File: src/rtl/jtdd_pkg.sv
// Shared definitions for the MCU shared-RAM arbiter: FSM state encoding
// and a helper that tells which states keep the MCU halt request asserted.
package jtdd_pkg;

    localparam int ST_W = 3;

    localparam logic [ST_W-1:0] ST_IDLE  = 3'd0;
    localparam logic [ST_W-1:0] ST_REQ   = 3'd1;
    localparam logic [ST_W-1:0] ST_GRANT = 3'd2;
    localparam logic [ST_W-1:0] ST_HOLD  = 3'd3;
    localparam logic [ST_W-1:0] ST_REL   = 3'd4;

    function automatic logic halt_state(input logic [ST_W-1:0] st);
        logic r;
        case (st)
            ST_REQ, ST_GRANT, ST_HOLD: r = 1'b1;
            default:                   r = 1'b0;
        endcase
        return r;
    endfunction

endpackage

File: src/rtl/jtdd_arb_cnt.sv
// cen-gated saturating counter with synchronous clear; hit flags the
// count value LIM-1 so the owner can act on the LIM-th enabled cycle.
module jtdd_arb_cnt #(
    parameter int CW  = 7,
    parameter int LIM = 4
) (
    input  logic clk,
    input  logic rst,
    input  logic cen,
    input  logic clr,
    output logic hit
);

    localparam logic [CW-1:0] HIT_VAL = CW'(LIM - 1);
    localparam logic [CW-1:0] MAX_VAL = {CW{1'b1}};
    localparam logic [CW-1:0] ONE     = {{(CW-1){1'b0}}, 1'b1};

    logic [CW-1:0] cnt_r;

    // Count cen pulses while not cleared, sticking at all-ones
    always_ff @(posedge clk) begin
        if (rst) begin
            cnt_r <= {CW{1'b0}};
        end else if (clr) begin
            cnt_r <= {CW{1'b0}};
        end else if (cen && (cnt_r != MAX_VAL)) begin
            cnt_r <= cnt_r + ONE;
        end else begin
            cnt_r <= cnt_r;
        end
    end

    assign hit = (cnt_r == HIT_VAL);

endmodule

File: src/rtl/jtdd_mcu_arb.sv
// Shared-RAM arbiter between the main CPU and the 6801 MCU: halts the MCU
// for main-CPU accesses, stalls the CPU until halted, and paces NMI pulses.
module jtdd_mcu_arb
    import jtdd_pkg::*;
#(
    parameter int HOLD = 4,
    parameter int TOUT = 64,
    parameter int CW   = 7
) (
    input  logic clk,
    input  logic rst,
    input  logic cen,
    input  logic cpu_cs,
    input  logic cpu_wrn,
    input  logic nmi_wr,
    output logic cpu_waitn,
    output logic mcu_halt,
    input  logic halted,
    output logic mcu_nmi_set,
    output logic sh_we,
    output logic tout_flag
);

    logic [ST_W-1:0] state_r;
    logic [ST_W-1:0] state_nxt_s;
    logic            tout_hit_s;
    logic            hold_hit_s;
    logic            grant_halted_s;
    logic            grant_tout_s;
    logic            tout_grant_r;
    logic            tout_flag_r;
    logic            mcu_halt_r;
    logic            nmi_wr_d_r;
    logic            nmi_pend_r;
    logic            nmi_edge_s;
    logic            nmi_fire_s;
    logic            cpu_waitn_s;

    jtdd_arb_cnt #(.CW(CW), .LIM(TOUT)) u_tcnt (
        .clk (clk),
        .rst (rst),
        .cen (cen),
        .clr (state_r != ST_REQ),
        .hit (tout_hit_s)
    );

    jtdd_arb_cnt #(.CW(CW), .LIM(HOLD)) u_hcnt (
        .clk (clk),
        .rst (rst),
        .cen (cen),
        .clr (state_r != ST_HOLD),
        .hit (hold_hit_s)
    );

    // Next-state decode; halted beats a coincident timeout in REQ
    always_comb begin
        state_nxt_s    = state_r;
        grant_halted_s = 1'b0;
        grant_tout_s   = 1'b0;
        case (state_r)
            ST_IDLE: begin
                if (cpu_cs) begin
                    state_nxt_s = ST_REQ;
                end else begin
                    state_nxt_s = ST_IDLE;
                end
            end
            ST_REQ: begin
                if (halted) begin
                    state_nxt_s    = ST_GRANT;
                    grant_halted_s = 1'b1;
                end else if (cen && tout_hit_s) begin
                    state_nxt_s  = ST_GRANT;
                    grant_tout_s = 1'b1;
                end else begin
                    state_nxt_s = ST_REQ;
                end
            end
            ST_GRANT: begin
                if (!cpu_cs) begin
                    state_nxt_s = ST_HOLD;
                end else begin
                    state_nxt_s = ST_GRANT;
                end
            end
            ST_HOLD: begin
                if (cpu_cs) begin
                    state_nxt_s = ST_GRANT;
                end else if (cen && hold_hit_s) begin
                    state_nxt_s = ST_REL;
                end else begin
                    state_nxt_s = ST_HOLD;
                end
            end
            ST_REL: begin
                if (!halted) begin
                    state_nxt_s = cpu_cs ? ST_REQ : ST_IDLE;
                end else begin
                    state_nxt_s = ST_REL;
                end
            end
            default: begin
                state_nxt_s = ST_IDLE;
            end
        endcase
    end

    // State, halt request and timeout bookkeeping
    always_ff @(posedge clk) begin
        if (rst) begin
            state_r      <= ST_IDLE;
            mcu_halt_r   <= 1'b0;
            tout_grant_r <= 1'b0;
            tout_flag_r  <= 1'b0;
        end else begin
            state_r    <= state_nxt_s;
            mcu_halt_r <= halt_state(state_nxt_s);
            // A forced grant stays forced across HOLD re-grants of the same halt
            if (grant_tout_s) begin
                tout_grant_r <= 1'b1;
            end else if (grant_halted_s) begin
                tout_grant_r <= 1'b0;
            end else begin
                tout_grant_r <= tout_grant_r;
            end
            tout_flag_r <= tout_flag_r | grant_tout_s;
        end
    end

    // CPU wait decode; IDLE and REL stall a fresh cs in the same clk
    always_comb begin
        cpu_waitn_s = 1'b1;
        case (state_r)
            ST_IDLE:  cpu_waitn_s = ~cpu_cs;
            ST_REQ:   cpu_waitn_s = 1'b0;
            ST_GRANT: cpu_waitn_s = 1'b1;
            ST_HOLD:  cpu_waitn_s = 1'b1;
            ST_REL:   cpu_waitn_s = ~cpu_cs;
            default:  cpu_waitn_s = 1'b1;
        endcase
    end

    assign nmi_edge_s = nmi_wr & ~nmi_wr_d_r;
    assign nmi_fire_s = nmi_pend_r & (state_r == ST_IDLE) & ~halted;

    // NMI latch: an edge in the firing clk re-arms the pending flag
    always_ff @(posedge clk) begin
        if (rst) begin
            nmi_wr_d_r <= 1'b0;
            nmi_pend_r <= 1'b0;
        end else begin
            nmi_wr_d_r <= nmi_wr;
            nmi_pend_r <= nmi_edge_s | (nmi_pend_r & ~nmi_fire_s);
        end
    end

    assign cpu_waitn   = cpu_waitn_s;
    assign mcu_halt    = mcu_halt_r;
    assign mcu_nmi_set = nmi_fire_s;
    assign sh_we       = (state_r == ST_GRANT) & ~cpu_wrn & cpu_cs & (halted | tout_grant_r);
    assign tout_flag   = tout_flag_r;

endmodule

File: config.mk
export PLATFORM = sky130hd
export DESIGN_NAME = jtdd_mcu_arb
export DESIGN_NICKNAME = d
export VERILOG_FILES = /design/src/rtl/jtdd_pkg.sv /design/src/rtl/jtdd_arb_cnt.sv /design/src/rtl/jtdd_mcu_arb.sv
export SDC_FILE = /design/constraint.sdc
export NUM_CORES = 1
export LEC_CHECK = 0
export ABC_CLOCK_PERIOD_IN_PS = 1660
export CORE_UTILIZATION = 25
export CTS_CLUSTER_DIAMETER = 100
export DETAILED_ROUTE_END_ITERATION = 12
export GPL_TIMING_DRIVEN = 0
export HOLD_SLACK_MARGIN = 0.15
export SLEW_MARGIN = 0
export SYNTH_ARGS = -nofsm -noshare
export SYNTH_HDL_FRONTEND = slang
export SYNTH_SLANG_ARGS = --single-unit
File: constraint.sdc
create_clock -name clk -period 1.66 [get_ports clk]
set_clock_uncertainty 0.05 [all_clocks]
set_input_delay 0.166 -clock clk [delete_from_list [all_inputs] [get_ports clk]]
set_output_delay 0.166 -clock clk [all_outputs]
set_load 0.01 [all_outputs]
# == After elaboration in Yosys (flattened, before gate mapping) ==
# Cells that the tools add are included.
# totals
register_bits,22
inputBits,7
output_inout_bits,5
# classes
add_sub_neg,2
eq_ne,13
n_mux,17
n_bitwise,15
reduce_logical,10
# op_table
operator,count
$pmux W3 S5,1
$add A7 B1 Y7 const B,2
$ne A7 B7 Y1 const B,2
$eq A3 B2 Y1 const B,4
$mux W1,10
$mux W3,3
$and A1 B1 Y1,7
$eq A7 B2 Y1 const B,1
$eq A7 B6 Y1 const B,1
$eq A3 B1 Y1 const B,2
$reduce_or A2 Y1,3
$not A1 Y1,5
$logic_and A1 B1 Y1,4
$mux W2,2
$eq A3 B3 Y1 const B,1
$logic_not A3 Y1,1
$ne A3 B1 Y1 const B,1
$ne A3 B2 Y1 const B,1
$or A1 B1 Y1,3
$reduce_or A3 Y1,1
$pmux W1 S2,1
$reduce_bool A2 Y1,1

# == Longest topological paths before layout ==
# depth
depth_word,8
depth_mapped,6
depth_no_buf,5

# == By module ==
# From an unflattened synthesis, not the netlist that was laid out.
# unflattened
cells_unflattened,123
area_unflattened_um2,1127.3
# modules_own_cells
module,instances,cells_each,area_per_inst_um2,seq_area_each_um2
jtdd_mcu_arb,1,43,394.1,160.2
jtdd_arb_cnt (u_hcnt),1,40,375.4,140.1
jtdd_arb_cnt (u_tcnt),1,40,357.8,140.1

# == Least setup slack after synthesis ==
# OpenSTA, ideal clock, no wires.
# synth_timing
path_kind,reg-to-reg
from,register u_hcnt.cnt_r[3]
to,register mcu_halt_r (netlist: mcu_halt)
t_arrival_ps,1562
required_time_ps,1480
setup_slack_ps,-82
path_stages_with_launch,5
n_path_buf,0
synth_period_minus_slack_ps,1742
cell_sequence,dfxtp_1 -> or4_4 -> or4b_4 -> a31oi_1 -> nor3b_1
# synth_between
elab_chain_cells,8
# synth_lines
element,line_no,source
"start, declared",jtdd_arb_cnt.sv:18,logic [CW-1:0] cnt_r;
"start signal, assigned",jtdd_arb_cnt.sv:23,cnt_r <= {CW{1'b0}};
"start signal, assigned",jtdd_arb_cnt.sv:25,cnt_r <= {CW{1'b0}};
"start signal, assigned",jtdd_arb_cnt.sv:27,cnt_r <= cnt_r + ONE;
$eq A7 B2 Y1 (*),jtdd_arb_cnt.sv:33,assign hit = (cnt_r == HIT_VAL);
$logic_and A1 B1 Y1 (*),jtdd_mcu_arb.sv:89,end else if (cen && hold_hit_s) begin
$mux W3 (*),jtdd_mcu_arb.sv:89,
$mux W3 (*),jtdd_mcu_arb.sv:87,if (cpu_cs) begin
$pmux W3 S5 (*),jtdd_mcu_arb.sv:60,case (state_r)
$eq A3 B1 Y1 / $eq A3 B2 Y1 (equally long branches),jtdd_pkg.sv:15,case (st)
$reduce_or A3 Y1 (*),jtdd_pkg.sv:15,
$mux W1 (*),jtdd_pkg.sv:15,
"end signal, assigned",jtdd_mcu_arb.sv:117,mcu_halt_r <= halt_state(state_nxt_s);
"end, declared",jtdd_mcu_arb.sv:32,logic mcu_halt_r;
# Mark *: on every way between the ends. The rest lies on a longest branch, timed or not.
# A chain may end at the register's enable or synchronous reset.

# == Worst setup path after layout ==
# layout_timing
from,register u_hcnt.cnt_r[4]
to,register mcu_halt_r (netlist: mcu_halt)
# The elaborated chain is that of the path after synthesis.

==> flow_summary.toml <==
[clocking]
cts_hold_repair.buffers = 0
clk_root_buffer_cell = "clkbuf_8"
path_clk_slew_ns = 0.08
cts_inserted_buffers = 3
tritoncts_clock_tree = "built"
clock_tree.buffer_depth = 2
clkLatencyLatePin_ns = 0.27
cts.sink_count = 22
h-tree-depth = 1

[power_and_ir_drop]
peakVddDrop_uv = 468.1
power.density_cell_area_nw_per_um2 = 870.5
post-layout-total-power_w = 0.001158
power_leakage_nw = 0.4848

[cells_and_area]
multi_input_comb_area_sq_um = 603.1
final_core_util = 0.3325
final_nets = 151
share_of_layout_cells_above_drive_strength_1 = 0.1631
synthToLayoutAreaGrowth_pct = 27.46
mostFrequentLayoutCells = "nor2_1 (18), dfxtp_1 (16), a21oi_1 (9), nand3_1 (7)"
filler_cell_count = 418
mostFrequentLayoutCell = "nor2_1"
regArea_sq_um = 452.9
n_antenna_cell = 0
final-instance-count-excl-fill = 191

[critical_path]
timing.critical_path.from_type = "register"
data_arrival_critical_path_ns = 1.87
critical_path.max_fanout = 3
critical_path.endpoint_type = "register"
timing_worst_setup_path_type = "register to register"
cp.required_ns = 1.75

[die]
boundaryPins = 12
floorplan.core_area_sq_um = 4000
die_width_microns = 66.61
initial_core_util = 0.2609
die_y_microns = 66.61
std_cell_rows = 23
die-area_sq_um = 4436

[sta]
finalHoldViolCount = 0
fmaxAchievable_mhz = 562.3
number_of_setup_violations_in_the_final_report = 3
post-route-worst-setup-slack_ns = -0.1185
timing_worst_slew_pin_value_ns = 0.3957
slew-limit-headroom = 0.7362
rsz0062_at_grt = "true"
finalCritPeriodShare = 1.071
final.min_clock_period_ns = 1.778
drv_slew = 0

[route]
route.final.wire_length_mm = 2.237
dr.first_iter.drc_count = 52
firstDrtPassIters = 4
total_vias_in_the_final_route = 956
average_vias_per_placed_instance = 5.005
ant_nets = 0
drc = 0
route.detailed.wl_per_inst_microns = 11.71

[logic_synthesis]
synthesis.area_sq_um = 1044
synth.avg_cell_area_sq_um = 8.282
seq_area_frac_synth = 0.4221
synth.lib_cells_used.distinct = 31
synth.largest_area_cell = "dfxtp_1"
synth_cells = 126
ys_ff_latch = 22
synthesis.nets = 135
synthTopCellsByArea = "dfxtp_1 (42%), nor2_1 (6.8%), a21oi_1 (4.3%), a211oi_1 (3.6%), nand3_1 (3.4%)"
number_of_warnings_issued_by_yosys = 0
netlist.area_leader.share = 0.4221

[global_route]
number_of_global_route_vias_before_repair = 907
initial_antenna_violation_count = 0
grt_usage = 0.1096
grt_max_degree = 14
globalRouteOverflowTotal = 0
grt_pass1_wl_mm = 3.657

[status]
failed_checks = "negative setup slack"
result_of_the_run = "finished with violations"

[place]
dp.final_hpwl_mm = 1.560
finalWeightedCongestion = 0.7587
dp_cells = 186
placement.setup.worst_slack_ns = -0.2614
numPortBuffers = 10

[flow_run]
max_cap_violations = 0

[min_path]
min_path_type = "primary input to register"
-- logic make-up (layout without fill, tap and decap cells) --
group	after synthesis	after routing	synth area share
muxes	2	2	0.01919
AOI/OAI and AO/OA	31	31	0.1823
adders and majority gates	2	2	0.02398
DFF	22	22	0.4221
buffers and inverters	8	23	0.02877
xor gates and xnor gates	3	3	0.02518
and+or+nand+nor	58	58	0.2986
-- synthesized netlist by cell type --
cell / instances
nand2_1: 5
nor3_1: 3
a211o_1: 1
o21bai_1: 1
clkbuf_1: 4
mux2i_1: 2
xor2_1: 3
a32oi_1: 1
nor2b_1: 2
nand4_1: 3
or2b_2: 1
or3_1: 2
or4b_4: 1
o21ai_1: 1
and3_1: 4
o211ai_1: 1
nand4b_1: 1
nand3_1: 7
a311oi_1: 1
inv_1: 4
nand2b_1: 5
a21oi_1: 9
nor2_1: 19
nor3b_1: 3
or4_4: 1
dfxtp_1: 22
a211oi_1: 5
o21ai_0: 6
ha_1: 2
nor4_1: 1
a31oi_1: 5
-- registers in the layout, summed over array words and instances, names as in the netlist --
signal,cells
state_r,3
tout_flag,1
mcu_halt,1
nmi_wr_d_r,1
nmi_pend_r,1
u_hcnt.cnt_r,7
tout_grant_r,1
u_tcnt.cnt_r,7
-- routing by layer --
layer / track usage / vias up / wire (microns)
li1: - / 489 / -
met1: 0.1197 / 444 / 987
met2: 0.1881 / 18 / 1102
met3: 0.02568 / 5 / 94
met4: 0.06915 / 0 / 53
met5: 0 / - / 0
-- what timing repair did --
item | CTS | global route
setup endpoints to repair | 15 | 15
pin swaps | 2 | 0
buffers inserted | 1 | 1
resized for setup | 10 | 14
-- critical path, cell delays in order (launching register included) --
cell	delay, ns
dfxtp_4	0.35
or4_4	0.51
or4b_4	0.52
a31oi_1	0.15
nor3b_1	0.07
-- final timing paths --
path                                       from          to  slack, ns  cells past startpoint
worst max-delay path            u_hcnt.cnt_r[4]    mcu_halt      -0.12                      4
worst min-delay path                        rst  state_r[2]       0.21                      2
worst max register to register  u_hcnt.cnt_r[4]    mcu_halt      -0.12                      4
worst min register to register       nmi_pend_r  nmi_pend_r       0.43                      2
-- per-stage QoR --
stage	TNS, ns	hold slack [ns]	area, sq um
6_report	-0.1787	0.2074	1330
5_1_grt	-0.2728	0.2493	1330
4_1_cts	-0.2588	0.2199	1289
3_5_place_dp	-1.715	0.4197	1207
3_3_place_gp	-1.329	0.4014	1207
2_1_floorplan	-0.07556	0.2126	1045
-- report_power, final --
| group | internal, W | switching, W | total (W) |
|---|---|---|---|
| sequential | 0.000537 | 0.0000110 | 0.000548 |
| clock | 0.000322 | 0.000183 | 0.000505 |
| combinational | 0.0000516 | 0.0000529 | 0.000104 |
| total | 0.000911 | 0.000246 | 0.00116 |
-- final cells by class --
| type | count | area share |
|---|---|---|
| multi-input combinational | 96 | 0.4534 |
| sequential | 22 | 0.3405 |
| timing repair buffer | 12 | 0.08467 |
| tap | 50 | 0.04704 |
| clock buffer | 3 | 0.03104 |
| clock inverter | 1 | 0.02258 |
| inverter | 4 | 0.01129 |
| buffer | 3 | 0.009407 |
No activity file was read; power rests on OpenSTA's default activity.
